==> config.mk <==
export PLATFORM = sky130hd
export DESIGN_NAME = ring_buffer_drain
export DESIGN_NICKNAME = d
export VERILOG_FILES = /design/src/rtl/ring_buffer_drain.sv
export SDC_FILE = /design/constraint.sdc
export NUM_CORES = 1
export LEC_CHECK = 0
export CORE_MARGIN = 3
export CORE_UTILIZATION = 35
export DETAILED_ROUTE_END_ITERATION = 7
export PLACE_DENSITY = 0.91
export SLEW_MARGIN = 30
export SYNTH_ARGS = -nofsm -noshare
export SYNTH_HDL_FRONTEND = slang
export SYNTH_SLANG_ARGS = --single-unit
==> constraint.sdc <==
create_clock -name clk -period 1.9 [get_ports clk]
set_input_delay 0.38 -clock clk [delete_from_list [all_inputs] [get_ports clk]]
set_output_delay 0.38 -clock clk [all_outputs]
set_load 0.01 [all_outputs]
==> src/rtl/ring_buffer_drain.sv <==
// ring_buffer_drain: round-robin read side of the ring-router input buffer.
// Optional RING_DRAIN_B2B_EN: reload on the transfer edge for 1 pkt/cycle throughput.
module ring_buffer_drain #(
  parameter int BUFFER_SIZE = 4,
  parameter int PACKET_SIZE = 49,
  parameter int PTR_LEN     = 2
) (
  input  logic                               clk,
  input  logic                               rst_n,
  input  logic [BUFFER_SIZE*PACKET_SIZE-1:0] buf_flat,
  output logic [BUFFER_SIZE-1:0]             slot_clr,
  output logic [PACKET_SIZE-1:0]             out_pkt,
  output logic                               out_valid,
  input  logic                               out_ready,
  output logic [PTR_LEN-1:0]                 out_slot,
  output logic [PTR_LEN:0]                   occ_cnt
);

  if (BUFFER_SIZE != 2**PTR_LEN) begin : g_size_chk
    $error("ring_buffer_drain: BUFFER_SIZE must equal 2**PTR_LEN");
  end

  typedef enum logic {IDLE, SEND} state_t;

  state_t                 state_q, state_d;
  logic [PACKET_SIZE-1:0] out_pkt_q, out_pkt_d;
  logic [PTR_LEN-1:0]     out_slot_q, out_slot_d;
  logic                   out_valid_q, out_valid_d;
  logic [BUFFER_SIZE-1:0] slot_clr_q, slot_clr_d;
  logic [PTR_LEN-1:0]     rr_ptr_q, rr_ptr_d;

  logic [PACKET_SIZE-1:0] slot [BUFFER_SIZE];
  logic [BUFFER_SIZE-1:0] slot_vld;
  logic [BUFFER_SIZE-1:0] elig;
  logic                   sel_vld;
  logic [PTR_LEN-1:0]     sel;
  logic [PTR_LEN-1:0]     idx;

  for (genvar i = 0; i < BUFFER_SIZE; i++) begin : g_slot
    assign slot[i]     = buf_flat[i*PACKET_SIZE +: PACKET_SIZE];
    assign slot_vld[i] = slot[i][PACKET_SIZE-1];
  end

`ifdef RING_DRAIN_B2B_EN
  // The slot held in SEND is still visible in the buffer until its clear lands.
  assign elig = (state_q == SEND) ? (slot_vld & ~(BUFFER_SIZE'(1) << out_slot_q)) : slot_vld;
`else
  assign elig = slot_vld;
`endif

  // First eligible slot at or after rr_ptr, wrapping.
  always_comb begin
    sel_vld = 1'b0;
    sel     = '0;
    idx     = '0;
    for (int i = 0; i < BUFFER_SIZE; i++) begin
      idx = rr_ptr_q + PTR_LEN'(i);
      if (!sel_vld && elig[idx]) begin
        sel_vld = 1'b1;
        sel     = idx;
      end
    end
  end

  always_comb begin
    occ_cnt = '0;
    for (int i = 0; i < BUFFER_SIZE; i++) occ_cnt = occ_cnt + (PTR_LEN+1)'(slot_vld[i]);
  end

  always_comb begin
    state_d     = state_q;
    out_pkt_d   = out_pkt_q;
    out_slot_d  = out_slot_q;
    out_valid_d = out_valid_q;
    slot_clr_d  = '0;
    rr_ptr_d    = rr_ptr_q;
    case (state_q)
      IDLE: begin
        if (sel_vld) begin
          out_pkt_d   = slot[sel];
          out_slot_d  = sel;
          out_valid_d = 1'b1;
          slot_clr_d  = BUFFER_SIZE'(1) << sel;
          rr_ptr_d    = sel + PTR_LEN'(1);
          state_d     = SEND;
        end
      end
      SEND: begin
        if (out_ready) begin
          out_valid_d = 1'b0;
          state_d     = IDLE;
`ifdef RING_DRAIN_B2B_EN
          if (sel_vld) begin
            out_pkt_d   = slot[sel];
            out_slot_d  = sel;
            out_valid_d = 1'b1;
            slot_clr_d  = BUFFER_SIZE'(1) << sel;
            rr_ptr_d    = sel + PTR_LEN'(1);
            state_d     = SEND;
          end
`endif
        end
      end
      default: state_d = IDLE;
    endcase
  end

  always_ff @(posedge clk or negedge rst_n) begin
    if (!rst_n) begin
      state_q     <= IDLE;
      out_pkt_q   <= '0;
      out_slot_q  <= '0;
      out_valid_q <= 1'b0;
      slot_clr_q  <= '0;
      rr_ptr_q    <= '0;
    end else begin
      state_q     <= state_d;
      out_pkt_q   <= out_pkt_d;
      out_slot_q  <= out_slot_d;
      out_valid_q <= out_valid_d;
      slot_clr_q  <= slot_clr_d;
      rr_ptr_q    <= rr_ptr_d;
    end
  end

  assign out_pkt   = out_pkt_q;
  assign out_slot  = out_slot_q;
  assign out_valid = out_valid_q;
  assign slot_clr  = slot_clr_q;

endmodule
==> implementation parameters <==
Parameter                              Value

Power and ir drop
  Leakage power ... ~3.2 nW
  Total power consumption of the routed design ... 0.007029 W
  P per Cell Area ... 1034 mW/mm^2
  Worst supply voltage drop on vdd ... between 0.4 and 0.5 mV

Timing
  Fraction of the cycle the final worst path needs ... 1.044
  Tightest slew margin relative to the limit ... 0.7165
  Summed negative setup slack over all endpoints ... -0.4495 ns
  Setup skew after layout ... ~0.010 ns
  Maximum clock rate ... 0.5040 GHz
  Number of endpoints with negative hold slack in the final report ... 0
  Slew Limit Fails ... 0
  Final number of setup-violating endpoints ... 15
  Slew @ Worst Pin ... between 0.4 and 0.5 ns
  RSZ-0062 raised after global routing ... yes
  Min setup slack post-route ... -0.08417 ns
  Hold Worst Slack ... roughly 0.076 ns
  Period minus WS final ... slightly below 2 ns

Placement
  HPWL after detailed placement ... ~10000 um
  Global placement routability congestion ... between 0.8 and 0.9
  Cell Count Post-Placement ... between 700 and 800
  Total of buffers placed on input and output ports ... around 260
  Placement Setup Slack ... -0.9603 ns

Clock network
  Clock latency reported for the late side of the worst-skew pair ... roughly 0.33 ns
  CTS max path bufs ... 2
  Clock H-tree levels ... 3
  Clock root buffer ... clkbuf_8
  CTS buffer count ... 9
  Number of clock sinks ... 59
  CTS tree ... done
  Clock transition at the register clock pins on the worst setup and hold paths after CTS ... 0.06 ns
  Number of buffers added to fix hold violations after cts ... 0

Cells and area
  Layout cell share with drive strength beyond 1 ... 0.1386
  Layout-stage area growth over the synthesis result ... 91.30%
  Antenna cells ... 0
  Count of placed standard cells in the final layout, fillers left out ... 739
  FILL cells ... around 760
  Net count of the finished layout ... ~800

Routing
  First-pass iteration count of the detailed router ... 4
  Post-detailed-route wirelength per cell ... between 15 and 20 um
  Final Routed Wirelength ... around 13000 um
  DRC violation count after routing ... 0
  Via Count ... 3793
  Post-detailed-route count of antenna-violating nets ... 0
  Post-DR vias/cell ... a little over 5
  Iteration-0 DRC count of the detailed router ... between 200 and 250

Floorplanning
  Die height ... 106.7 um
  Row count ... 36
  Floorplan Core Area ... just under 0.01 mm^2
  Horiz. Die Dim ... ~110 um
  I/O pin count ... ~260
  Initial cell density of the core ... 0.3617
  Area enclosed by the die boundary ... between 0.01 and 0.015 mm^2

Synth
  Synthesis Warnings ... 0
  Synthesized-area fraction occupied by ao, oa, aoi and oai cells ... 0.2113
  Multiplexer area fraction after synthesis ... 0.2733
  Average instance area after synthesis ... roughly 11 um^2
  Largest family of logic cells by synthesized area ... multiplexers
  Adder and majority gate portion of the synthesized area ... 0.01268
  Synth cell types ... 27
  Mapped Nets ... around 530
  Post-synthesis cell area ... about 0.0036 mm^2
  Register bit count reported by yosys ... a little under 60
  Post-Syn Instances ... around 320
  XOR/XNOR Fraction of Synth Area ... 0.002466
  Post-synthesis sequential area ratio ... 0.4156
  Share of synthesized cell area in and, or, nand and nor gates ... 0.03170

Global routing
  Maximum number of pins on one net before global-route repair ... 38
  Global route overflow ... 0
  Global-route usage over all layers ... 0.2220
  First-pass GRT wire length ... around 20000 um
  Number of antenna violations at the first check in global routing ... 0
  Number of global-route vias before repair ... about 4000

Critical path
  Launching element type of the critical path ... flop
  CP arrival ... around 2.2 ns
  Kind of capture point of the worst setup path ... flop
  Largest stage delay, worst path ... about 0.44 ns
  Required time of the worst setup path ... around 2.1 ns
  Maximum fanout along the worst path ... 11
  Slowest stage cell, crit path ... dfrtp_2
  Cell repeated most along the worst path ... mux2i_2
  WS Path Type ... flop to flop
  Ordered list of cells on the worst path ... mux2i_2 -> a221o_4 -> buf_12 -> buf_6 -> mux2i_2 -> o22ai_2 -> a21o_1

Status
  Violated checks ... negative setup slack
  Run status ... finished, violations left

Job
  Count of maximum capacitance violations ... 0

Min path
  Classification of the worst-slack hold path ... primary input to asynchronous set/reset pin
## cells in the final DEF, fill, tap and decap left out, types with 2 or more instances in the layout
master / count
clkdlybuf4s50_1: 249
mux2i_1: 88
dfrtp_1: 58
a21o_1: 49
o22ai_1: 45
buf_4: 29
clkbuf_8: 11
mux2i_2: 7
nand2_1: 7
buf_6: 6
buf_12: 6
a21oi_1: 5
nor2_1: 5
inv_2: 4
nand2b_1: 4
o22ai_2: 3
buf_2: 3
o21a_1: 2
inv_1: 2
mux2i_4: 2
ha_4: 2
clkbuf_1: 2
## per-stage QoR
stage                     instance area (um^2)  utilization
after detailed placement                  6477       0.6597
final                                     6795       0.6920
after floorplan                           3552            -
after global routing                      6795       0.6920
after global placement                    6477       0.6597
after CTS                                 6721       0.6845
## timing repair
item | CTS | global route
endpoints found under the setup margin | 51 | 50
gates resized for setup | 39 | 16
pin swaps | 4 | 1
buffers inserted | 2 | 0
## layer usage
layer / up-vias / routed length (um) / track usage
met1: 1833 / 5070 / 0.2523
met2: 175 / 7178 / 0.4060
met5: - / 0 / 0
li1: 1772 / - / -
met3: 13 / 1082 / 0.06081
met4: 0 / 139 / 0.06301
## state kept, by name, summed over array words and instances (netlist names)
| signal | flops |
|---|---|
| out_pkt | 49 |
| out_slot | 2 |
| out_valid | 1 |
| rr_ptr_q | 2 |
| slot_clr | 4 |
| state_q | 1 |
## logic make-up (layout without fill, tap and decap cells)
kind of cell               after synthesis  count (layout)
AOI/OAI and AO/OA                      109             109
xor gates and xnor gates                 1               1
adders and majority gates                3               3
buffers and inverters                   33             315
DFF                                     59              59
muxes                                   97              97
and+or+nand+nor                         22              22
## where the power goes
group / internal [W] / total (W) / switching [W]
logic: 0.00230 / 0.00387 / 0.00157
registers: 0.00173 / 0.00202 / 0.000285
clock network: 0.000670 / 0.00114 / 0.000467
## layout make-up
| class | instances | area [um^2] | area share |
|---|---|---|---|
| repair buffers | 294 | 2922 | 0.4299 |
| inverters | 6 | 22.52 | 0.003314 |
| well taps | 133 | 166.4 | 0.02449 |
| clock buffers | 13 | 158.9 | 0.02338 |
| flip-flops and latches | 59 | 1478 | 0.2175 |
| multi-input cells | 232 | 2013 | 0.2963 |
| clock inverters | 2 | 35.03 | 0.005156 |
## cell usage after synthesis
master	number	area, um^2
nand2b_1	5	31.28
o22ai_1	48	300.3
nand3_1	1	5.000
nor2_1	5	18.77
mux2i_1	97	970.9
xor2_1	1	8.760
ha_1	2	25.02
a21bo_2	1	10.01
and2_1	1	6.260
o21ai_0	1	5.000
dfrtp_1	59	1476
fa_1	1	20.02
o21a_1	2	15.01
o221ai_1	1	8.760
a221o_1	1	10.01
a21o_1	49	367.9
buf_4	2	15.01
nand2_1	7	26.28
clkbuf_1	5	18.77
or4_4	1	11.26
buf_2	15	75.07
inv_1	6	22.52
buf_6	5	56.30
nor3b_1	1	7.510
nor2b_1	1	6.260
a21oi_1	5	25.02
a21o_2	1	8.760
## final timing paths
kind	cells after the start	to	slack (ns)	from
worst max-delay path	7	out_pkt[2]	-0.08	rr_ptr_q[1]
worst min-delay path	2	out_pkt[7]	0.08	rst_n
worst max register to register	7	out_pkt[2]	-0.08	rr_ptr_q[1]
worst min register to register	1	out_pkt[17]	0.48	out_pkt[17]
max in group asynchronous	2	rr_ptr_q[1]	1.46	rst_n
min in group clk	1	out_pkt[17]	0.48	out_pkt[17]
## critical path, delay by kind of cell (launching register included)
kind,cells,cell delay (ns)
compound gates,3,0.72
buf+inv,2,0.31
flops,1,0.44
mux,2,0.40
Note: power is estimated with default switching activity, not from simulation.
